File: src/rtl/nrzi_stuff_codec.sv
// NRZI line codec: transmit encoder with registered enable, receive decoder with unstuffing.
// Define NRZI_STUFF_EN to build bit stuffing/unstuffing; leave it undefined for plain NRZI.
module nrzi_stuff_codec #(
  parameter int   STUFF_LEN = 6,
  parameter logic IDLE_LVL  = 1'b1
) (
  input  logic clk,
  input  logic rst,
  input  logic tx_valid,
  input  logic tx_bit,
  output logic tx_ready,
  output logic tx_line,
  output logic tx_oe,
  input  logic rx_en,
  input  logic rx_line,
  output logic rx_valid,
  output logic rx_bit,
  output logic rx_stuff_err
);

  logic r_tx_line;
  logic r_tx_oe;
  logic r_rx_prev;
  logic r_rx_valid;
  logic r_rx_bit;
  logic r_rx_err;
  logic w_rx_d;

  // A decoded 1 is an unchanged line level between consecutive samples.
  assign w_rx_d = (rx_line == r_rx_prev);

`ifdef NRZI_STUFF_EN
  localparam int               CNT_W   = $clog2(STUFF_LEN + 1);
  localparam logic [CNT_W-1:0] CNT_MAX = CNT_W'(STUFF_LEN);

  logic [CNT_W-1:0] r_tx_cnt;
  logic [CNT_W-1:0] r_rx_cnt;
  logic [CNT_W-1:0] w_tx_cnt_inc;
  logic [CNT_W-1:0] w_rx_cnt_inc;
  logic             r_stuff_pend;

  assign w_tx_cnt_inc = r_tx_cnt + CNT_W'(1);
  assign w_rx_cnt_inc = r_rx_cnt + CNT_W'(1);
  assign tx_ready     = ~rst & ~r_stuff_pend;

  always_ff @(posedge clk) begin
    if (rst) begin
      r_tx_line    <= IDLE_LVL;
      r_tx_oe      <= 1'b0;
      r_tx_cnt     <= '0;
      r_stuff_pend <= 1'b0;
    end else if (r_stuff_pend) begin
      // Stuffed zero goes out even if the packet has already ended.
      r_tx_line    <= ~r_tx_line;
      r_tx_oe      <= 1'b1;
      r_tx_cnt     <= '0;
      r_stuff_pend <= 1'b0;
    end else if (tx_valid) begin
      r_tx_oe <= 1'b1;
      if (tx_bit) begin
        r_tx_cnt <= w_tx_cnt_inc;
        if (w_tx_cnt_inc == CNT_MAX) begin
          r_stuff_pend <= 1'b1;
        end
      end else begin
        r_tx_line <= ~r_tx_line;
        r_tx_cnt  <= '0;
      end
    end else begin
      r_tx_line <= IDLE_LVL;
      r_tx_oe   <= 1'b0;
      r_tx_cnt  <= '0;
    end
  end

  always_ff @(posedge clk) begin
    if (rst) begin
      r_rx_prev  <= IDLE_LVL;
      r_rx_cnt   <= '0;
      r_rx_valid <= 1'b0;
      r_rx_bit   <= 1'b0;
      r_rx_err   <= 1'b0;
    end else begin
      r_rx_err <= 1'b0;
      if (!rx_en) begin
        r_rx_prev  <= IDLE_LVL;
        r_rx_cnt   <= '0;
        r_rx_valid <= 1'b0;
      end else begin
        r_rx_prev <= rx_line;
        if (r_rx_cnt != CNT_MAX) begin
          r_rx_valid <= 1'b1;
          r_rx_bit   <= w_rx_d;
          r_rx_cnt   <= w_rx_d ? w_rx_cnt_inc : '0;
        end else begin
          // This position must hold a stuffed zero; a one here is a violation.
          r_rx_valid <= 1'b0;
          r_rx_cnt   <= '0;
          r_rx_err   <= w_rx_d;
        end
      end
    end
  end
`else
  assign tx_ready = ~rst;

  always_ff @(posedge clk) begin
    if (rst) begin
      r_tx_line <= IDLE_LVL;
      r_tx_oe   <= 1'b0;
    end else if (tx_valid) begin
      r_tx_oe <= 1'b1;
      if (!tx_bit) begin
        r_tx_line <= ~r_tx_line;
      end
    end else begin
      r_tx_line <= IDLE_LVL;
      r_tx_oe   <= 1'b0;
    end
  end

  always_ff @(posedge clk) begin
    if (rst) begin
      r_rx_prev  <= IDLE_LVL;
      r_rx_valid <= 1'b0;
      r_rx_bit   <= 1'b0;
      r_rx_err   <= 1'b0;
    end else begin
      r_rx_err <= 1'b0;
      if (!rx_en) begin
        r_rx_prev  <= IDLE_LVL;
        r_rx_valid <= 1'b0;
      end else begin
        r_rx_prev  <= rx_line;
        r_rx_valid <= 1'b1;
        r_rx_bit   <= w_rx_d;
      end
    end
  end
`endif

  assign tx_line      = r_tx_line;
  assign tx_oe        = r_tx_oe;
  assign rx_valid     = r_rx_valid;
  assign rx_bit       = r_rx_bit;
  assign rx_stuff_err = r_rx_err;

endmodule

File: config.mk
export PLATFORM = sky130hd
export DESIGN_NAME = nrzi_stuff_codec
export DESIGN_NICKNAME = d
export VERILOG_FILES = /design/src/rtl/nrzi_stuff_codec.sv
export SDC_FILE = /design/constraint.sdc
export NUM_CORES = 1
export LEC_CHECK = 0
export CORE_AREA = 3 3 40 42
export DETAILED_ROUTE_END_ITERATION = 8
export DIE_AREA = 0 0 43 45
export GPL_ROUTABILITY_DRIVEN = 0
export GPL_TIMING_DRIVEN = 0
export PLACE_DENSITY = 0.46
export SLEW_MARGIN = 0
export SYNTH_ARGS = -nofsm -noshare
export SYNTH_HDL_FRONTEND = slang
export SYNTH_SLANG_ARGS = --single-unit
export TNS_END_PERCENT = 100
File: constraint.sdc
create_clock -name clk -period 0.9 [get_ports clk]
set_clock_uncertainty 0.1 [all_clocks]
set_input_delay 0.225 -clock clk [delete_from_list [all_inputs] [get_ports clk]]
set_output_delay 0.225 -clock clk [all_outputs]
set_load 0.005 [all_outputs]
# After elaboration in Yosys (flattened, before gate mapping)
# Index checks and enable logic that the tools add are counted.
# Widths: inputs -> output; s select.
[classes]
div = 0
bitwise = 4
eq_ne = 1
mul = 0
muxes = 2
add_sub_neg = 0
n_reduce_logical = 2
shifts = 0
magnitude_cmp = 0
[ops]
columns = ["op", "count"]
rows = [
  ["$not 1->1", 4],
  ["$reduce_or 2->1", 2],
  ["$mux 1", 2],
  ["$eq 1x1->1", 1],
]
[totals]
output_inout_bits = 6
register_bits = 5
ramBits = 0
latch_bits = 0
mem_count = 0
elab_cells = 14
romBits = 0

# Depth between registers and ports, before layout
# Gate-level depths: netlist (run 1).
[logic_depth]
word_depth = 2
mapped_depth = 2
depth_no_buf = 2

# Worst setup path after synthesis (run 1)
# OpenSTA, ideal clock, no wires.
[synth_path]
path_kind = "register to register"
startpoint = "reg, netlist name rx_bit"
endpoint = "reg r_rx_bit, in the netlist rx_bit"
stages_incl_launch_ff = 3
period_less_slack_ps = 770
t_required_ps = 686
n_path_buf = 0
arrival_ps = 556
slack_ps = 130
cell_sequence = "dfxtp_1 -> nor3b_1 -> a21o_1"
[synth_lines]
columns = ["element", "line", "source"]
rows = [
  ["to (signal assigned)", "136", "r_rx_bit <= w_rx_d;"],
  ["to (decl)", "25", "logic r_rx_bit;"],
]

# Worst setup path after layout (run 1)
[layout_path]
startpoint = "reg r_rx_bit, in the netlist rx_bit"
endpoint = "out rx_bit"
[layout_lines]
columns = ["element", "line", "source"]
rows = [
  ["to (decl)", "17", "output logic rx_bit,"],
]
# No word-level cell between the ends.

==> results of run 1 <==
==> power breakdown <==
group / switching [mW] / internal [mW] / leakage, nW
combinational: 0.0256 / 0.0457 / 0.107
sequential: 0.00404 / 0.235 / 0.0410
clock: 0.0861 / 0.167 / 0.0150
==> worst paths after layout <==
path / cells past startpoint / slack [ns] / startpoint / to
worst min register to register: 2 / 0.45 / r_rx_prev$_SDFF_PP1_ / rx_bit$_SDFFE_PP0P_
worst min-delay path: 2 / 0.1 / rst / rx_valid$_SDFF_PP0_
worst max register to register: 3 / 0.07 / tx_line$_SDFFE_PP1N_ / tx_line$_SDFFE_PP1N_
worst max-delay path: 1 / -0.08 / rx_bit$_SDFFE_PP0P_ / rx_bit
==> cells by family (layout without fill, tap and decap cells) <==
family                    Yosys count  after routing
DFF                                 5              5
AOI/OAI and AO/OA                   1              1
buffers and inverters               2             17
other                               1              1
and+or+nand+nor                     5              5
xor gates and xnor gates            2              2
==> repair_timing <==
| item | 4_1_cts | 5_1_grt |
|---|---|---|
| pin swaps | 1 | 0 |
| buffers inserted | 1 | 0 |
| endpoints found under the setup margin | 8 | 7 |
| gates resized for setup | 29 | 4 |
==> registers in the layout, summed over array words and instances, names as in the netlist <==
signal / cells
r_rx_prev: 1
rx_bit: 1
rx_valid: 1
tx_line: 1
tx_oe: 1
==> per-stage QoR <==
| stage | hold WS [ns] | utilization (%) | setup WS [ns] | total power, mW | cell area [um2] |
|---|---|---|---|---|---|
| after global routing | 0.0873 | 24.9 | -0.111 | 0.613 | 320 |
| final | 0.0961 | 24.9 | -0.0814 | 0.564 | 320 |
| after detailed placement | 0.403 | 22.7 | -0.706 | 0.319 | 292 |
| after global placement | 0.372 | 22.7 | -0.702 | 0.316 | 292 |
| after floorplan | 0.204 | - | 0.130 | 0.266 | 173 |
| after CTS | 0.0766 | 23.5 | -0.0972 | 0.576 | 302 |
==> placed cells by master, fill, tap and decap left out, types with 2 or more instances in the layout <==
master,instances
buf_2,4
dfxtp_1,4
dlygate4sd2_1,2
buf_4,3
clkbuf_4,3
==> metal layers <==
layer | global-route usage, % | up-vias
met5 | 0 | -
met4 | 3.61 | 0
met3 | 6.37 | 2
met2 | 8.08 | 8
met1 | 4.84 | 65
li1 | - | 75
==> area by class of cell <==
class                           count  area share [%]
Tap cell                           15            5.86
Clock buffer                        4            8.20
Multi-Input combinational cell      9            23.8
Inverter                            1            1.17
Buffer                              1            2.34
Timing Repair Buffer               11            27.0
Sequential cell                     5            31.6
==> out/qor.csv, run 1 <==
metric,value,unit
hold_buf cts,0,
most frequent cell after synthesis,dfxtp_1,
clock root cell,clkbuf_4,
Post-Synthesis Cells,16,
fin crit period,0.981,ns
worst path cell trace,buf_2,
die area,1940,um2
crit-path max FO,2,
fin crit share,109,%
largest area contributor in the netlist,dfxtp_1,
Synth Warn #,0,
setup violators final,4,
first-pass GRT wire length,710,um
Hold Crit Class,in2reg,
routed len/inst,8.13,um
H-tree depth,1,
power per cell area,1760,nW/um2
DR WL met2,185,um
num rows,13,
initial antenna violation count,0,
type of the worst setup path,reg2out,
Filler Cell Count,144,
# DRC,0,
WL final,374,um
Leak,0.163,nW
dominant synthesized flop cell,dfxtp_1,
PortBufs,10,
Post-Layout Cell Count,46,
register bit total from synthesis,5,
Vias,150,
max_cap viols,0,
Syn Nets,22,
worst path required time,0.57,ns
RSZ-0062 raised after global routing,true,
simple-gate share of the synthesized area,18.8,%
Critical Path AT,0.66,ns
main combinational cell family by area after synthesis,simple AND/OR/NAND/NOR gates,
CTS Buf Count,3,
DRT iter0 DRCs,0,
Top Ports,12,
"Hold Vio Cnt, Final",0,
crit path buf inv count,1,
nets@finish,38,
CP max stage cell,dfxtp_1,
DIE WIDTH,43,um
synth unique cells,12,
Peak Freq,1020,MHz
Clock Latency Late Sink,0.24,ns
Inserted Diodes,0,
syn_area_per_cell,10.8,um2
P&R area growth vs syn,85.5,%
CP max stage delay,0.31,ns
core footprint,1280,um2
clock buffer depth,2,
Synth Area in Compound Gates,4.35,%
Slew Limit Fails,0,
VDD IR max,0.000719,V
post-synthesis mux area share,0,%
Register Area,101,um2
"EDFF count, synth",0,
largest net degree at the start of global routing,5,
GRT overflow,0,
gr usage total,5.75,%
area of the multi-input gates,76.3,um2
die height,45,um
Initial Utilization,13.4,%
status,"complete, but fails checks",
top post-synthesis cells by area,"dfxtp_1 58%, nor2b_2 5.1%, xnor2_1 5.1%, xor2_1 5.1%, a21o_1 4.3%",
Synth Area in Adders,0,%
fin worst setup slack,-0.0814,ns
DRT met1 WL,125,um
clock slew at reported path FFs,0.04,ns
crit start category,register,
ANT nets after route,0,
Vias/cell,3.26,
TNS Setup,-0.289,ns
TritonCTS clock tree,built,
Synth top area share,58.0,%
ys async rst share,0,%
post-synthesis sequential area ratio,58.0,%
vias in the first global route,170,
DR pass1 iterations,1,
Synth Area in XOR/XNOR,10.1,%
CP endpoint kind,primary output,
Placed Cells,41,
failing checks,negative setup slack,
CTS Sinks,5,
"delay-heaviest family, CP",flip-flops,
Mapped Area,173,um2
DR WL met3,54,um
top sig layer,met4,
layout cell share with drive strength beyond 1,48.4,%
(Power assumes the default switching activity.)
==> run 2, diff against run 1 <==
--- a/config.mk
+++ b/config.mk
@@ -10,8 +10,8 @@
 export DIE_AREA = 0 0 43 45
 export GPL_ROUTABILITY_DRIVEN = 0
 export GPL_TIMING_DRIVEN = 0
-export PLACE_DENSITY = 0.46
-export SLEW_MARGIN = 0
+export PLACE_DENSITY = 0.4
+export SLEW_MARGIN = 10
 export SYNTH_ARGS = -nofsm -noshare
 export SYNTH_HDL_FRONTEND = slang
 export SYNTH_SLANG_ARGS = --single-unit
==> out/qor.csv, run 2 (synthesized netlist as in run 1, its figures left out) <==
metric,value,unit,change
NetSw,0.116,mW,about the same
largest net degree at the start of global routing,5,,unchanged
hold slack,0.0584,ns,-0.0377 ns
first-pass GRT wire length,669,um,-5.8%
VDD IR max,0.000920,V,+28%
core footprint,1280,um2,unchanged
"delay-heaviest family, CP",flip-flops,,
crit-path max FO,2,,unchanged
status,"complete, but fails checks",,
DR pass1 iterations,2,,+1
worst path cell trace,buf_2,,
Placed Cells,41,,unchanged
power per cell area,1810,nW/um2,+3.1%
CP max stage cell,dfxtp_2,,
worst path required time,0.57,ns,about the same
CTS Sinks,5,,unchanged
Inserted Diodes,0,,unchanged
CP endpoint kind,primary output,,
RSZ-0062 raised after global routing,true,,
H-tree depth,1,,unchanged
Post-Layout Cell Count,46,,unchanged
vias in the first global route,147,,-14%
layout cell share with drive strength beyond 1,51.6,%,+3.2 points
Comb pwr share,12.0,%,-0.7 points
HPWL after DPL,307,um,
hold_buf cts,0,,unchanged
nets@finish,38,,unchanged
Initial Utilization,13.4,%,unchanged
WL final,399,um,+6.7%
PortBufs,10,,unchanged
Vias/cell,3.43,,+5.3%
P_int,0.447,mW,-0.16%
P&R area growth vs syn,79.7,%,
# DRC,0,,unchanged
highest-count cells in the layout ignoring fill and taps,"4 x buf_2, 3 x clkbuf_4, 3 x dfxtp_2",,
failing checks,negative setup slack,,
Hold Crit Class,in2reg,,
"commonest non-fill, non-tap cell in the layout",buf_2,,
DRT iter0 DRCs,1,,+1
clock slew at reported path FFs,0.05,ns,about the same
die area,1940,um2,unchanged
Peak Freq,1010,MHz,-1.3%
Design Power,0.563,mW,-0.13%
clock share of power,45.4,%,+0.5 points
fin crit share,111,%,+1.5 points
setup violators final,4,,unchanged
post-route cell area,310,um2,-3.1%
Clock Latency Late Sink,0.24,ns,about the same
Sw Ratio,20.6,%,+0.029 points
part of the power in registers,42.6,%,+0.2 points
fin crit period,0.995,ns,+0.0132 ns
ANT nets after route,0,,unchanged
initial antenna violation count,0,,unchanged
Vias,158,,+5.3%
Leak,0.150,nW,-7.8%
clock buffer depth,2,,unchanged
gr usage total,5.17,%,-0.58 points
Critical Path AT,0.67,ns,about the same
DIE WIDTH,43,um,unchanged
Top Ports,12,,unchanged
TritonCTS clock tree,built,,
crit start category,register,,
clock root cell,clkbuf_4,,
max_cap viols,0,,unchanged
fin worst setup slack,-0.0945,ns,-0.0132 ns
crit path buf inv count,1,,unchanged
die height,45,um,unchanged
CTS Buf Count,3,,unchanged
"Hold Vio Cnt, Final",0,,unchanged
TNS Setup,-0.319,ns,-0.0293 ns
Slew Limit Fails,0,,unchanged
CP max stage delay,0.31,ns,about the same
Post-DP Area,292,um2,unchanged
GRT overflow,0,,unchanged
routed len/inst,8.67,um,+6.7%
type of the worst setup path,reg2out,,
num rows,13,,unchanged
run 2: changes by cell type in the layout (fill, tap and decap cells not counted), sizes merged:
| cell | previous run | this run |
|---|---|---|
| buf | 8 | 7 |
| clkbuf | 4 | 5 |
| clkdlybuf4s50 | 1 | 2 |
| dlymetal6s2s | 1 | 0 |
run 2: repair_timing:
item	CTS	global route
buffers inserted	1	0
endpoints found under the setup margin	8	6
gates resized for setup	30	2
run 2: through the flow:
step	utilization [%]	worst slack (ns)
3_5_place_dp	22.7	-0.706
6_report	24.1	-0.0945
5_1_grt	24.1	-0.129
4_1_cts	24.3	-0.107
3_3_place_gp	22.7	-0.707
2_1_floorplan	-	0.130
run 2: worst paths after layout:
path	from	end	slack [ns]	cells after the start
max	tx_line$_SDFFE_PP1N_	tx_line	-0.09	1
min	rst	tx_oe$_SDFF_PP0_	0.06	2
max reg2reg	tx_line$_SDFFE_PP1N_	tx_line$_SDFFE_PP1N_	0.05	3
min reg2reg	tx_line$_SDFFE_PP1N_	tx_line$_SDFFE_PP1N_	0.46	3
run 2: power groups by stage:
stage,Combinational (mW),Sequential [mW],Clock [mW]
final,0.0676,0.240,0.256
after global routing,0.0743,0.241,0.286
after CTS,0.0690,0.240,0.268
after detailed placement,0.0752,0.243,0
after global placement,0.0747,0.243,0
after floorplan,0.0220,0.244,0
run 2: final cells by class:
class / count / area [um2]
Fill cell: 145 / 975
Sequential cell: 5 / 104
Timing Repair Buffer: 11 / 81.3
Multi-Input combinational cell: 9 / 68.8
Clock buffer: 4 / 26.3
Tap cell: 15 / 18.8
Buffer: 1 / 7.51
Inverter: 1 / 3.75
run 2: routing by layer:
metal	routed length [um]	GRT usage, %
met5	0	0
met4	0	3.61
met3	66	5.18
met2	167	6.59
met1	165	5.08
==> run 3, diff against run 2 <==
--- a/config.mk
+++ b/config.mk
@@ -5,9 +5,9 @@
 export SDC_FILE = /design/constraint.sdc
 export NUM_CORES = 1
 export LEC_CHECK = 0
-export CORE_AREA = 3 3 40 42
+export CORE_AREA = 2 2 39 41
 export DETAILED_ROUTE_END_ITERATION = 8
-export DIE_AREA = 0 0 43 45
+export DIE_AREA = 0 0 41 43
 export GPL_ROUTABILITY_DRIVEN = 0
 export GPL_TIMING_DRIVEN = 0
 export PLACE_DENSITY = 0.4
==> out/qor.csv, run 3 (synthesized netlist as in run 1, its figures left out) <==
metric,value,unit,change
fin crit share,110,%,-0.29 points
Filler Cell Count,155,,+6.9%
Levels on crit path,1,,unchanged
PortBufs,10,,unchanged
WL final,373,um,-6.5%
initial antenna violation count,0,,unchanged
ANT nets after route,0,,unchanged
max_cap viols,0,,unchanged
vias in the first global route,142,,-3.4%
Leak,0.161,nW,+7.3%
# DRC,0,,unchanged
Worst Hold Depth,2,,unchanged
Top Ports,12,,unchanged
first-pass GRT wire length,524,um,-22%
final core occ,23.1,%,-1.0 points
crit path from,rx_bit$_SDFFE_PP0P_,,
clock buffer depth,2,,unchanged
routed len/inst,8.11,um,-6.5%
"delay-heaviest family, CP",flip-flops,,
"worst slack, placed",-0.694,ns,+0.0115 ns
worst r2r src,r_rx_prev$_SDFF_PP1_,,
hold slack,0.0574,ns,-0.000978 ns
Vias/cell,3.11,,-9.5%
Peak Freq,1010,MHz,+0.26%
crit-path max FO,2,,unchanged
Hold Crit Class,in2reg,,
status,"complete, but fails checks",,
Clock Latency Late Sink,0.24,ns,about the same
R2R depth,2,,-1
TNS Setup,-0.335,ns,-0.0168 ns
gr usage total,5.01,%,-0.16 points
RSZ-0062 raised after global routing,true,,
CP max stage delay,0.32,ns,about the same
GRT overflow,0,,unchanged
clock slew at reported path FFs,0.05,ns,about the same
num rows,14,,+1
clock root cell,clkbuf_4,,
Slew Limit Fails,0,,unchanged
die height,43,um,-4.4%
DR pass1 iterations,1,,-1
type of the worst setup path,reg2out,,
Placed Cells,42,,+2.4%
H-tree depth,1,,unchanged
R2R Setup Slk,0.11,ns,+0.06 ns
Inserted Diodes,0,,unchanged
DRT iter0 DRCs,0,,-1
die area,1760,um2,-8.9%
Critical R2R Capture,rx_bit$_SDFFE_PP0P_,,
CP endpoint kind,primary output,,
DIE WIDTH,41,um,-4.7%
Vias,143,,-9.5%
fin crit period,0.992,ns,-0.00260 ns
HPWL after DPL,302,um,-1.4%
core footprint,1380,um2,+7.7%
Initial Utilization,12.5,%,-0.96 points
worst path required time,0.57,ns,about the same
setup violators final,4,,unchanged
P&R area growth vs syn,85.5,%,
TritonCTS clock tree,built,,
failing checks,negative setup slack,,
Critical Path AT,0.67,ns,about the same
fin worst setup slack,-0.0919,ns,+0.00260 ns
"Hold Vio Cnt, Final",0,,unchanged
layout cell share with drive strength beyond 1,50.0,%,-1.6 points
crit start category,register,,
Post-Layout Cell Count,46,,unchanged
hold_buf cts,0,,unchanged
largest net degree at the start of global routing,5,,unchanged
VDD IR max,0.000300,V,-67%
CTS Sinks,5,,unchanged
CP max stage cell,dfxtp_2,,
nets@finish,37,,-2.6%
Critical path destination,rx_bit,,
highest-count cells in the layout ignoring fill and taps,"3 x clkbuf_4, 3 x buf_6, 3 x dfxtp_1",,
worst path cell trace,buf_6,,
power per cell area,1780,nW/um2,-1.8%
crit path buf inv count,1,,unchanged
CTS Buf Count,3,,unchanged
[run 3: what timing repair did]
item,CTS,global route
pin swaps,0,2
endpoints found under the setup margin,7,7
gates resized for setup,28,5
setup buffers,0,0
[run 3: area by class of cell]
class | instances | area [um2] | share of cell area, %
Sequential cell | 5 | 103 | 32.0
Buffer | 1 | 7.51 | 2.34
Timing Repair Buffer | 10 | 90.1 | 28.1
Tap cell | 16 | 20.0 | 6.25
Clock buffer | 3 | 22.5 | 7.03
Inverter | 1 | 3.75 | 1.17
Multi-Input combinational cell | 9 | 68.8 | 21.5
Clock inverter | 1 | 5.00 | 1.56
[run 3: power by group]
group	internal, mW	switching (mW)	total (mW)
sequential	0.235	0.00539	0.241
combinational	0.0481	0.0222	0.0703
clock	0.161	0.0987	0.260
[run 3: how the worst min path moves through the flow]
| stage | start | to |
|---|---|---|
| 6_report | rst | rx_valid$_SDFF_PP0_ |
| 5_1_grt | rst | rx_valid$_SDFF_PP0_ |
| 4_1_cts | rst | rx_valid$_SDFF_PP0_ |
| 3_5_place_dp | tx_line$_SDFFE_PP1N_ | tx_line$_SDFFE_PP1N_ |
| 3_3_place_gp | tx_line$_SDFFE_PP1N_ | tx_line$_SDFFE_PP1N_ |
| 2_1_floorplan | rst | rx_valid$_SDFF_PP0_ |
[run 3: layer usage]
| layer | track usage (%) | up-vias | share of wire, % | wire, um |
|---|---|---|---|---|
| met4 | 8.00 | 0 | 0 | 0 |
| met3 | 1.57 | 0 | 14 | 54 |
| met5 | 0 | - | 0 | 0 |
| li1 | - | 73 | - | - |
| met1 | 4.15 | 59 | 42 | 155 |
| met2 | 6.88 | 11 | 44 | 163 |
[run 3: metrics by stage]
step	instance area [um2]	total power [mW]
after floorplan	173	0.266
after global placement	293	0.317
after detailed placement	293	0.318
after CTS	308	0.583
after global routing	320	0.610
final	320	0.571
